[src/rtl/alu_divider.sv]
// alu_divider
//   Iterative restoring divider for the execute stage. It computes A / B and
//   A % B over a fixed number of cycles and hands the result back through a
//   start/busy/done handshake. The divZero and overflow flags use the same
//   style as the ALU flags, so the result can share the ALU writeback mux.
//
//   Build option: define DIV_SIGNED_EN to build signed support (magnitude
//   capture, result negation and the overflow flag). Without it, signedOp is
//   ignored, every divide is unsigned and overflow stays 0. Latency is the
//   same in both builds.
//
// Ports
//   clk        rising-edge clock
//   reset      synchronous active-high reset
//   start      divide request, sampled only while idle
//   signedOp   1 = two's-complement divide, 0 = unsigned
//   A, B       dividend and divisor, captured when start is accepted
//   Quotient   quotient, held until the next result is written
//   Remainder  remainder, held until the next result is written
//   busy       high while iterating and during the fix-up cycle
//   done       one-cycle pulse; results and flags are valid in this cycle
//   divZero    B was zero for this operation
//   overflow   signed 0x80000000 / -1
module alu_divider #(
  parameter int WIDTH = 32,
  parameter int ITERS = WIDTH
) (
  input  logic             clk,
  input  logic             reset,
  input  logic             start,
  input  logic             signedOp,
  input  logic [WIDTH-1:0] A,
  input  logic [WIDTH-1:0] B,
  output logic [WIDTH-1:0] Quotient,
  output logic [WIDTH-1:0] Remainder,
  output logic             busy,
  output logic             done,
  output logic             divZero,
  output logic             overflow
);

  localparam int CW = $clog2(ITERS);

  typedef enum logic [1:0] {
    S_IDLE,
    S_RUN,
    S_FIX,
    S_DONE
  } state_t;

  state_t           state;
  logic [WIDTH-1:0] rem;
  logic [WIDTH-1:0] quo;
  logic [WIDTH-1:0] dvsr;
  logic [CW-1:0]    count;

  logic [WIDTH-1:0] a_mag;
  logic [WIDTH-1:0] b_mag;
  logic [WIDTH-1:0] q_fix;
  logic [WIDTH-1:0] r_fix;
  logic [WIDTH:0]   sh;
  logic [WIDTH-1:0] trial;
  logic             ge;

`ifdef DIV_SIGNED_EN
  logic a_neg;
  logic b_neg;
  logic qneg;
  logic rneg;
  logic ovf_pend;
  logic is_ovf;

  assign a_neg  = signedOp & A[WIDTH-1];
  assign b_neg  = signedOp & B[WIDTH-1];
  // -0x80000000 wraps to itself, which is the correct unsigned magnitude.
  assign a_mag  = a_neg ? -A : A;
  assign b_mag  = b_neg ? -B : B;
  assign is_ovf = signedOp && (A == {1'b1, {(WIDTH-1){1'b0}}}) && (B == '1);
  assign q_fix  = qneg ? -quo : quo;
  assign r_fix  = rneg ? -rem : rem;
`else
  logic unused_signedop;

  assign unused_signedop = signedOp;
  assign a_mag           = A;
  assign b_mag           = B;
  assign q_fix           = quo;
  assign r_fix           = rem;
`endif

  // One restoring step: the shifted partial remainder needs WIDTH+1 bits
  // because 2*rem+1 can exceed WIDTH bits when the divisor is large.
  always_comb begin
    sh    = {rem, quo[WIDTH-1]};
    ge    = (sh >= {1'b0, dvsr});
    trial = WIDTH'(sh - {1'b0, dvsr});
  end

  always_ff @(posedge clk) begin
    if (reset) begin
      state     <= S_IDLE;
      rem       <= '0;
      quo       <= '0;
      dvsr      <= '0;
      count     <= '0;
      Quotient  <= '0;
      Remainder <= '0;
      busy      <= 1'b0;
      done      <= 1'b0;
      divZero   <= 1'b0;
      overflow  <= 1'b0;
`ifdef DIV_SIGNED_EN
      qneg      <= 1'b0;
      rneg      <= 1'b0;
      ovf_pend  <= 1'b0;
`endif
    end else begin
      case (state)
        S_IDLE: begin
          if (start) begin
            if (B == '0) begin
              Quotient  <= '1;
              Remainder <= A;
              divZero   <= 1'b1;
              overflow  <= 1'b0;
              done      <= 1'b1;
              state     <= S_DONE;
            end else begin
              rem      <= '0;
              quo      <= a_mag;
              dvsr     <= b_mag;
              count    <= '0;
              divZero  <= 1'b0;
              overflow <= 1'b0;
              busy     <= 1'b1;
              state    <= S_RUN;
`ifdef DIV_SIGNED_EN
              qneg     <= a_neg ^ b_neg;
              rneg     <= a_neg;
              ovf_pend <= is_ovf;
`endif
            end
          end
        end

        S_RUN: begin
          if (ge) begin
            rem <= trial;
            quo <= {quo[WIDTH-2:0], 1'b1};
          end else begin
            rem <= sh[WIDTH-1:0];
            quo <= {quo[WIDTH-2:0], 1'b0};
          end
          count <= count + 1'b1;
          if (count == CW'(ITERS - 1)) begin
            state <= S_FIX;
          end
        end

        S_FIX: begin
          Quotient  <= q_fix;
          Remainder <= r_fix;
`ifdef DIV_SIGNED_EN
          overflow  <= ovf_pend;
`endif
          busy      <= 1'b0;
          done      <= 1'b1;
          state     <= S_DONE;
        end

        S_DONE: begin
          done  <= 1'b0;
          state <= S_IDLE;
        end

        default: begin
          state <= S_IDLE;
        end
      endcase
    end
  end

endmodule

[config.mk]
export PLATFORM = sky130hd
export DESIGN_NAME = alu_divider
export DESIGN_NICKNAME = d
export VERILOG_FILES = /design/src/rtl/alu_divider.sv
export SDC_FILE = /design/constraint.sdc
export NUM_CORES = 1
export LEC_CHECK = 0
export BUFFER_PORTS_ARGS = -buffer_cell sky130_fd_sc_hd__buf_2
export CAP_MARGIN = 25
export CORE_UTILIZATION = 61
export DETAILED_ROUTE_END_ITERATION = 10
export GPL_TIMING_DRIVEN = 0
export PLACE_DENSITY = 0.85
export RECOVER_POWER = 25
export SYNTH_ARGS = -nofsm -noshare
export SYNTH_HDL_FRONTEND = slang
export SYNTH_SLANG_ARGS = --single-unit
[constraint.sdc]
create_clock -name clk -period 4.2 [get_ports clk]
set_input_delay 0.84 -clock clk [delete_from_list [all_inputs] [get_ports clk]]
set_output_delay 0.84 -clock clk [all_outputs]
set_load 0.05 [all_outputs]
==> results of run 1 <==
-- cells in the mapped netlist (all sizes together), types with 16 or more instances --
library cell  instances
dfxtp               170
nor2                141
nand2               116
a21oi                88
o22ai                64
clkbuf               53
inv                  50
o21ai                46
ha                   38
nor3                 37
a211oi               35
mux2i                35
buf                  16
-- power by group through the flow --
stage	sequential, mW	combinational [mW]	clock (mW)
after floorplan	2.76	4.19	0
after global placement	2.43	5.63	0
after detailed placement	2.44	5.74	0
after CTS	2.41	5.82	1.67
after global routing	2.47	6.44	1.75
final	2.44	5.91	1.67
-- cells by family after synthesis --
logic type                 synth area share (%)
adders and majority gates                  6.00
DFF                                        41.2
muxes                                      4.25
other                                    0.0454
xor gates and xnor gates                   2.97
AOI/OAI and AO/OA                          22.2
and+or+nand+nor                            17.6
buffers and inverters                      5.69
-- worst max-delay path: cells and delay by family, from the launching register on --
kind,cells,cell delay (ns)
compound gates,6,1.63
fa+ha+maj,2,0.63
buf+inv,1,0.07
flops,1,0.44
simple gates,4,0.50
-- layer usage --
layer / global-route usage [%] / vias to the layer above
li1: - / 3910
met1: 43.6 / 3730
met2: 54.3 / 418
met3: 4.97 / 59
met4: 14.8 / 0
met5: 0 / -
-- registers in the layout, summed over array words and instances (netlist names) --
name and cells:
dvsr 32, busy 1, Quotient 32, r_fix 32, count 5, q_fix 32
done 1, divZero 1, state 2, Remainder 32
-- layout by cell type, fill, tap and decap left out, types with 3 or more instances in the layout --
| cell | instances |
|---|---|
| buf_4 | 3 |
| a211oi_1 | 34 |
| nand2_1 | 116 |
| inv_1 | 50 |
| xor2_1 | 15 |
| o211ai_1 | 3 |
| a21oi_1 | 86 |
| a22oi_1 | 11 |
| dfxtp_1 | 170 |
| and4_1 | 3 |
| o21a_1 | 3 |
| clkinv_2 | 4 |
| nand3_1 | 9 |
| o21ai_1 | 16 |
| nor3_1 | 37 |
| o21ai_0 | 28 |
| xnor2_1 | 13 |
| ha_1 | 38 |
| clkbuf_16 | 17 |
| o21bai_1 | 3 |
| buf_1 | 5 |
| bufinv_16 | 4 |
| mux2i_1 | 35 |
| and2_1 | 6 |
| nand4_1 | 8 |
| nor2_1 | 140 |
| a221o_1 | 3 |
| clkbuf_1 | 112 |
| buf_2 | 81 |
| o22ai_1 | 64 |
| a21o_1 | 15 |
| nand2b_1 | 7 |
| a31oi_1 | 6 |
| inv_6 | 4 |
| nor4_1 | 9 |
-- metrics by stage --
| stage | setup WS [ns] | cells | hold slack [ns] |
|---|---|---|---|
| after floorplan | 1.52 | 1025 | 0.436 |
| after global placement | 0.520 | 1333 | 0.443 |
| after detailed placement | 0.473 | 1333 | 0.448 |
| after CTS | 0.863 | 1365 | 0.456 |
| after global routing | 0.581 | 1365 | 0.475 |
| final | 0.816 | 1365 | 0.453 |
-- path summary, 6_finish.rpt --
kind                  start   endpoint  slack [ns]
setup / recovery  q_fix[31]  r_fix[28]        0.82
hold / removal     dvsr[29]   dvsr[29]        0.45
setup reg to reg  q_fix[31]  r_fix[28]        0.82
hold reg to reg    dvsr[29]   dvsr[29]        0.45
-- cell type report --
class | count | share of cell area, %
Sequential cell | 170 | 35.2
Tap cell | 176 | 2.27
Inverter | 50 | 1.94
Clock buffer | 18 | 4.43
Multi-Input combinational cell | 736 | 45.2
Buffer | 69 | 2.91
Timing Repair Buffer | 132 | 6.06
Clock inverter | 14 | 1.99
==> impl_metrics.env, run 1 <==
export IMPL_status="finished, final reports clean"
export IMPL_clock_sinks=170
export IMPL_ys_flop_type="dfxtp_1"
export IMPL_switching_share_pct=47.5
export IMPL_ys_async_sr_fraction_pct=0
export IMPL_area_growth_pct=17.3
export IMPL_leakagePower_nw=3.90
export IMPL_regArea_sq_mm=0.00340
export IMPL_criticalPathCategory="reg -> reg"
export IMPL_final_area_sq_mm=0.00968
export IMPL_internal_power_mw=5.26
export IMPL_vias=8117
export IMPL_hold_violations=0
export IMPL_total_power_mw=10.0
export IMPL_route_met3_wl_um=2020
export IMPL_synth_area_leaders="dfxtp_1 41%, nor2_1 6.4%, ha_1 5.8%"
export IMPL_slew_viol_final=0
export IMPL_routed_top_layer="met4"
export IMPL_cpMaxStageDelayCell="dfxtp_1"
export IMPL_initial_core_util_pct=62.3
export IMPL_drive_gt1_share_pct=10.8
export IMPL_r2r_cells=13
export IMPL_critPathRequiredTime_ns=4.52
export IMPL_placed_cell_area_sq_mm=0.00913
export IMPL_whs_path_depth=2
export IMPL_switchingPower_mw=4.76
export IMPL_numCtsBuffers=17
export IMPL_clkPwrFrac_pct=16.7
export IMPL_finalSetupViolations=0
export IMPL_postSynthAreaPerCell_sq_um=8.05
export IMPL_cts_htree_levels=4
export IMPL_rsz0062_at_grt="false"
export IMPL_dp_final_hpwl_um=16800
export IMPL_seq_area_frac_synth_pct=41.2
export IMPL_worstMarginPinSlew_ns=0.876
export IMPL_die_w_um=118
export IMPL_drc=0
export IMPL_ys_warn_count=0
export IMPL_dr_pass1_iters=6
export IMPL_ant_nets=0
export IMPL_fmax_mhz=296
export IMPL_skew_ns=0.00491
export IMPL_nNetsFinal=1283
export IMPL_grt_max_degree=17
export IMPL_synth_largest_type_area_fraction_pct=41.2
export IMPL_row_count=42
export IMPL_maxSlewHeadroom_pct=41.6
export IMPL_max_stage_delay_ns=0.44
export IMPL_ctsLongestPathBuffers=2
export IMPL_ioPinCount=136
export IMPL_multi_input_area_sq_mm=0.00438
export IMPL_die_area_sq_mm=0.0140
export IMPL_antenna_found_initial=0
export IMPL_cap_violations=0
export IMPL_synth_cell_type_count=54
export IMPL_synth_top_area_cell="dfxtp_1"
export IMPL_postRouteWirelength_um=23000
export IMPL_timing_final_crit_share_pct=80.6
export IMPL_antennaDiodeCount=0
export IMPL_io_buffers=132
export IMPL_grt_remaining_overflow=0
export IMPL_synth_seq_cells=170
export IMPL_cts_resized_gates=0
export IMPL_cts_setup_buffers=0
export IMPL_path_clk_slew_ns=0.06
export IMPL_wl_met1_um=9750
export IMPL_utilization_pct=73.1
export IMPL_wl_met2_um=10600
export IMPL_hold_class="reg -> reg"
export IMPL_syn_inst=1025
export IMPL_finalSetupTns_ns=0
export IMPL_pwr_share_comb_pct=59.0
export IMPL_power_density_mw_per_mm2=1030
export IMPL_synth_edff_count=0
export IMPL_ir_drop_uv=671
export IMPL_fin_crit_ns=3.38
export IMPL_gp_congestion=0.941
export IMPL_cp_end_kind="flip-flop"
export IMPL_cp_max_fo=4
export IMPL_grt_pass1_vias=7638
export IMPL_synth_area_sq_mm=0.00825
export IMPL_worst_ep_arrival_time_ns=3.70
export IMPL_die_h_um=118
export IMPL_clock_latency_ns=0.44
export IMPL_core_area_sq_mm=0.0132
export IMPL_ctsHoldBuffers=0
export IMPL_grt_pass1_wl_um=37300
export IMPL_critical_path_cell_chain="inv_1 -> ha_1 -> fa_1 -> nand2b_1 -> a21oi_1 -> nor2_1 -> o31ai_2 -> a41oi_1 -> o211ai_1 -> nand2_1 -> a21oi_1 -> nor2_1 -> a221o_1"
export IMPL_synth_nets=1132
export IMPL_nFillCells=1127
export IMPL_cts_root_buf="clkbuf_16"
export IMPL_viasPerCell=5.95
export IMPL_pwr_share_seq_pct=24.3
export IMPL_grt_usage_pct=33.3
export IMPL_start_kind="flip-flop"
export IMPL_tritoncts="yes"
export IMPL_routedWlPerCell_um=16.9
export IMPL_drtIter0Drc=923
No activity file was read; power rests on OpenSTA's default activity.
==> run 2: changes to the inputs <==
--- a/config.mk
+++ b/config.mk
@@ -7,10 +7,10 @@
 export LEC_CHECK = 0
 export BUFFER_PORTS_ARGS = -buffer_cell sky130_fd_sc_hd__buf_2
 export CAP_MARGIN = 25
-export CORE_UTILIZATION = 61
+export CORE_UTILIZATION = 57
 export DETAILED_ROUTE_END_ITERATION = 10
 export GPL_TIMING_DRIVEN = 0
-export PLACE_DENSITY = 0.85
+export PLACE_DENSITY = 0.81
 export RECOVER_POWER = 25
 export SYNTH_ARGS = -nofsm -noshare
 export SYNTH_HDL_FRONTEND = slang
==> constraint.sdc (replaced) <==
create_clock -name clk -period 3.2 [get_ports clk]
set_input_delay 0.64 -clock clk [delete_from_list [all_inputs] [get_ports clk]]
set_output_delay 0.64 -clock clk [all_outputs]
set_load 0.05 [all_outputs]
==> impl_metrics.env, run 2 (synthesis gave the netlist of run 1 again) <==
export IMPL_cpMaxStageDelayCell="clkbuf_1"
export IMPL_cts_setup_buffers=0
export IMPL_core_area_sq_mm=0.0140
export IMPL_clock_latency_ns=0.43
export IMPL_worst_slack_ns=0.211
export IMPL_die_area_sq_mm=0.0150
export IMPL_finalSetupTns_ns=0
export IMPL_power_density_mw_per_mm2=1340
export IMPL_clkPwrFrac_pct=16.2
export IMPL_path_clk_slew_ns=0.06
export IMPL_maxSlewHeadroom_pct=48.6
export IMPL_start_kind="input port"
export IMPL_critPathTopFamily="simple AND/OR/NAND/NOR gates"
export IMPL_die_w_um=122
export IMPL_tritoncts="yes"
export IMPL_hold_class="reg -> reg"
export IMPL_antenna_found_initial=0
export IMPL_drc=0
export IMPL_grt_pass1_wl_um=35400
export IMPL_final_cell_mix="169 x dfxtp_1, 139 x nor2_1, 116 x nand2_1, 110 x clkbuf_1, 86 x a21oi_1"
export IMPL_grt_remaining_overflow=0
export IMPL_cap_violations=0
export IMPL_grt_usage_pct=30.3
export IMPL_fmax_mhz=335
export IMPL_nNetsFinal=1283
export IMPL_drive_gt1_share_pct=11.2
export IMPL_fin_cells=1369
export IMPL_skew_ns=0.00753
export IMPL_fin_crit_ns=2.99
export IMPL_antennaDiodeCount=0
export IMPL_crit_buf_inv=3
export IMPL_internal_power_mw=6.89
export IMPL_post_place_ws_ns=-0.350
export IMPL_dp_final_hpwl_um=16700
export IMPL_worst_ep_arrival_time_ns=3.35
export IMPL_timing_final_crit_share_pct=93.4
export IMPL_ant_nets=0
export IMPL_ioPinCount=136
export IMPL_pwr_share_comb_pct=59.3
export IMPL_drtIter0Drc=781
export IMPL_placed_cells=1337
export IMPL_worstMarginPinSlew_ns=0.768
export IMPL_grt_pass1_vias=7205
export IMPL_routedWlPerCell_um=16.3
export IMPL_vias=7954
export IMPL_grt_max_degree=17
export IMPL_critPathRequiredTime_ns=3.56
export IMPL_cts_root_buf="clkbuf_16"
export IMPL_dr_pass1_iters=7
export IMPL_status="finished, final reports clean"
export IMPL_hold_ws_ns=0.455
export IMPL_ctsHoldBuffers=0
export IMPL_nFillCells=1222
export IMPL_switchingPower_mw=6.15
export IMPL_switching_share_pct=47.2
export IMPL_rsz0062_at_grt="false"
export IMPL_max_stage_delay_ns=0.44
export IMPL_initial_core_util_pct=59.0
export IMPL_io_buffers=132
export IMPL_finalSetupViolations=0
export IMPL_numCtsBuffers=17
export IMPL_ctsLongestPathBuffers=2
export IMPL_ir_drop_uv=852
export IMPL_postRouteWirelength_um=22300
export IMPL_cts_htree_levels=4
export IMPL_criticalPathCategory="in -> reg"
export IMPL_cp_end_kind="flip-flop"
export IMPL_slew_viol_final=0
export IMPL_gp_congestion=0.943
export IMPL_area_growth_pct=17.6
export IMPL_leakagePower_nw=3.90
export IMPL_cts_resized_gates=0
export IMPL_row_count=43
export IMPL_critical_path_cell_chain="buf_2 -> nor4_1 -> nand4_1 -> nor2_2 -> or2_2 -> buf_2 -> o21ai_1 -> nor2_1 -> clkbuf_1 -> a22oi_1 -> o21ai_1"
export IMPL_die_h_um=122
export IMPL_pwr_share_seq_pct=24.5
export IMPL_cp_max_fo=10
export IMPL_hold_violations=0
export IMPL_final_common_cell="dfxtp_1"
export IMPL_viasPerCell=5.81
export IMPL_clock_sinks=170
[run 2: stage by stage]
step / power [mW] / util (%) / area [sq um]
final: 13.0 / 69.4 / 9700
after global routing: 14.0 / 69.4 / 9700
after CTS: 12.9 / 69.7 / 9750
after detailed placement: 10.7 / 65.3 / 9140
after global placement: 10.6 / 65.3 / 9140
after floorplan: 9.12 / - / 8250
[run 2: power by group through the flow]
stage	clock network [mW]	registers [mW]	logic [mW]
finish	2.11	3.19	7.73
global route	2.20	3.24	8.56
CTS	2.13	3.16	7.60
detailed placement	0	3.20	7.53
global placement	0	3.18	7.43
floorplan	0	3.62	5.50
[run 2: area by class of cell]
| type | count | area [sq um] | share of cell area [%] |
|---|---|---|---|
| Buffer | 69 | 284 | 2.93 |
| Clock buffer | 22 | 484 | 4.99 |
| Clock inverter | 10 | 129 | 1.33 |
| Inverter | 50 | 188 | 1.93 |
| Multi-Input combinational cell | 736 | 4400 | 45.3 |
| Sequential cell | 170 | 3400 | 35.1 |
| Tap cell | 180 | 225 | 2.32 |
| Timing Repair Buffer | 132 | 589 | 6.07 |
[run 2: final timing paths]
kind | from | endpoint | slack, ns | cells past startpoint
min | dvsr[8] | dvsr[8] | 0.46 | 2
min reg2reg | dvsr[8] | dvsr[8] | 0.46 | 2
max reg2reg | q_fix[31] | r_fix[28] | 0.22 | 13
max | B[23] | r_fix[29] | 0.21 | 11
[run 2: metal layers]
metal	GRT usage, %	wire [um]
met1	40.2	10200
met2	49.1	10100
met3	6.09	1550
met4	10.1	415
met5	0	0
[run 2: worst min-delay path: stages (launching register included)]
cell and delay (ns):
dfxtp_1 0.31, nand2_1 0.05, a21oi_1 0.05
==> run 3: changes to the inputs <==
--- a/config.mk
+++ b/config.mk
@@ -7,10 +7,11 @@
 export LEC_CHECK = 0
 export BUFFER_PORTS_ARGS = -buffer_cell sky130_fd_sc_hd__buf_2
 export CAP_MARGIN = 25
-export CORE_UTILIZATION = 57
+export CORE_UTILIZATION = 59
+export CTS_BUF_LIST = sky130_fd_sc_hd__clkbuf_2
 export DETAILED_ROUTE_END_ITERATION = 10
 export GPL_TIMING_DRIVEN = 0
-export PLACE_DENSITY = 0.81
+export PLACE_DENSITY = 0.83
 export RECOVER_POWER = 25
 export SYNTH_ARGS = -nofsm -noshare
 export SYNTH_HDL_FRONTEND = slang
==> impl_metrics.env, run 3 (synthesis gave the netlist of run 1 again) <==
export IMPL_critPathRequiredTime_ns=3.92
export IMPL_rsz0062_at_grt="true"
export IMPL_cts_setup_buffers=0
export IMPL_slew_viol_final=0
export IMPL_cp_max_fo=4
export IMPL_viasPerCell=5.75
export IMPL_grt_remaining_overflow=0
export IMPL_r2r_end="r_fix[24]"
export IMPL_status="finished, final reports clean"
export IMPL_criticalPathCategory="reg -> reg"
export IMPL_ir_drop_uv=664
export IMPL_routedWlPerCell_um=15.9
export IMPL_gp_congestion=0.961
export IMPL_post_place_ws_ns=-0.426
export IMPL_nNetsFinal=1283
export IMPL_numCtsBuffers=17
export IMPL_drive_gt1_share_pct=11.4
export IMPL_grt_max_degree=17
export IMPL_die_area_sq_mm=0.0145
export IMPL_cp_end_kind="flip-flop"
export IMPL_grt_usage_pct=30.5
export IMPL_clock_latency_ns=0.80
export IMPL_finalSetupTns_ns=0
export IMPL_grt_pass1_wl_um=34700
export IMPL_maxSlewHeadroom_pct=47.6
export IMPL_final_cell_mix="167 x dfxtp_1, 140 x nor2_1, 116 x nand2_1, 105 x clkbuf_1, 88 x buf_2"
export IMPL_cap_violations=0
export IMPL_leakagePower_nw=3.77
export IMPL_power_density_mw_per_mm2=1290
export IMPL_final_area_sq_mm=0.00934
export IMPL_final_common_cell="dfxtp_1"
export IMPL_skew_ns=0.0315
export IMPL_tritoncts="yes"
export IMPL_r2r_start="q_fix[31]"
export IMPL_worstMarginPinSlew_ns=0.786
export IMPL_initial_core_util_pct=61.3
export IMPL_antenna_found_initial=2
export IMPL_drtIter0Drc=803
export IMPL_grt_pass1_vias=7229
export IMPL_ctsLongestPathBuffers=2
export IMPL_dp_final_hpwl_um=16800
export IMPL_placed_cell_area_sq_mm=0.00913
export IMPL_fmax_mhz=322
export IMPL_total_power_mw=12.0
export IMPL_cts_htree_levels=4
export IMPL_dr_pass1_iters=6
export IMPL_path_clk_slew_ns=0.23
export IMPL_drc=0
export IMPL_reg2reg_slack_ns=0.1
export IMPL_timing_final_crit_share_pct=97.0
export IMPL_cts_root_buf="clkbuf_2"
export IMPL_endpoint="r_fix[24]"
export IMPL_worst_ep_arrival_time_ns=3.82
export IMPL_start_kind="flip-flop"
export IMPL_row_count=42
export IMPL_fin_crit_ns=3.10
export IMPL_core_area_sq_mm=0.0135
export IMPL_finalSetupViolations=0
export IMPL_die_w_um=120
export IMPL_r2r_cells=13
export IMPL_hold_ws_ns=0.0560
export IMPL_hold_class="in -> reg"
export IMPL_postRouteWirelength_um=21800
export IMPL_die_h_um=120
export IMPL_area_growth_pct=13.1
export IMPL_io_buffers=132
export IMPL_crit_start="q_fix[31]"
export IMPL_ant_nets=0
export IMPL_ioPinCount=136
export IMPL_hold_violations=0
export IMPL_worst_slack_ns=0.0953
export IMPL_vias=7860
export IMPL_clock_sinks=170
==> run 3: how the worst min path moves through the flow <==
| stage | cells past startpoint | from | slack, ns | end |
|---|---|---|---|---|
| floorplan | 2 | dvsr[10] | 0.44 | dvsr[10] |
| global placement | 2 | dvsr[24] | 0.44 | dvsr[24] |
| detailed placement | 2 | dvsr[21] | 0.45 | dvsr[21] |
| CTS | 3 | B[11] | 0.05 | dvsr[11] |
| global route | 3 | B[10] | 0.01 | dvsr[10] |
| finish | 3 | B[8] | 0.06 | dvsr[8] |
==> run 3: repair_timing <==
action                     4_1_cts  5_1_grt
setup endpoints to repair        0       29
resized for setup                0        9
hold buffers                     0        0
==> run 3: where the power goes <==
group,switching [mW],internal [mW]
registers,0.504,2.68
clock network,0.746,0.358
logic,4.79,2.96
==> run 3: layout make-up <==
class,count,area [sq um]
buffer,69,282
clock buffer,19,95.1
sequential,170,3410
multi-input combinational,736,4410
tap,176,220
timing repair buffer,132,596
fill,1184,4120
clock inverter,13,128
inverter,50,188
antenna,2,5.00
==> run 3: critical path, cell delays in order, from the launching register on <==
cell and delay [ns]:
dfxtp_4 0.44, inv_1 0.05, ha_1 0.20, fa_1 0.40, nand2b_1 0.18, a21oi_1 0.26, nor2_1 0.13, o31ai_4 0.29
a21boi_0 0.22, o21ai_1 0.30, a31oi_1 0.13, o21bai_1 0.16, xnor2_1 0.18, o21ai_1 0.08
==> run 3: per-layer routing <==
metal	routed length [um]	vias up	track usage, %
li1	-	3920	-
met1	9820	3581	40.7
met2	9970	318	48.8
met3	1560	41	6.32
met4	433	0	10.6
met5	0	-	0
==> run 3: through the flow <==
stage | utilization (%) | std cells
final | 69.4 | 1367
after floorplan | - | 1025
after detailed placement | 67.9 | 1333
after global routing | 69.4 | 1367
after global placement | 67.9 | 1333
after CTS | 69.5 | 1365
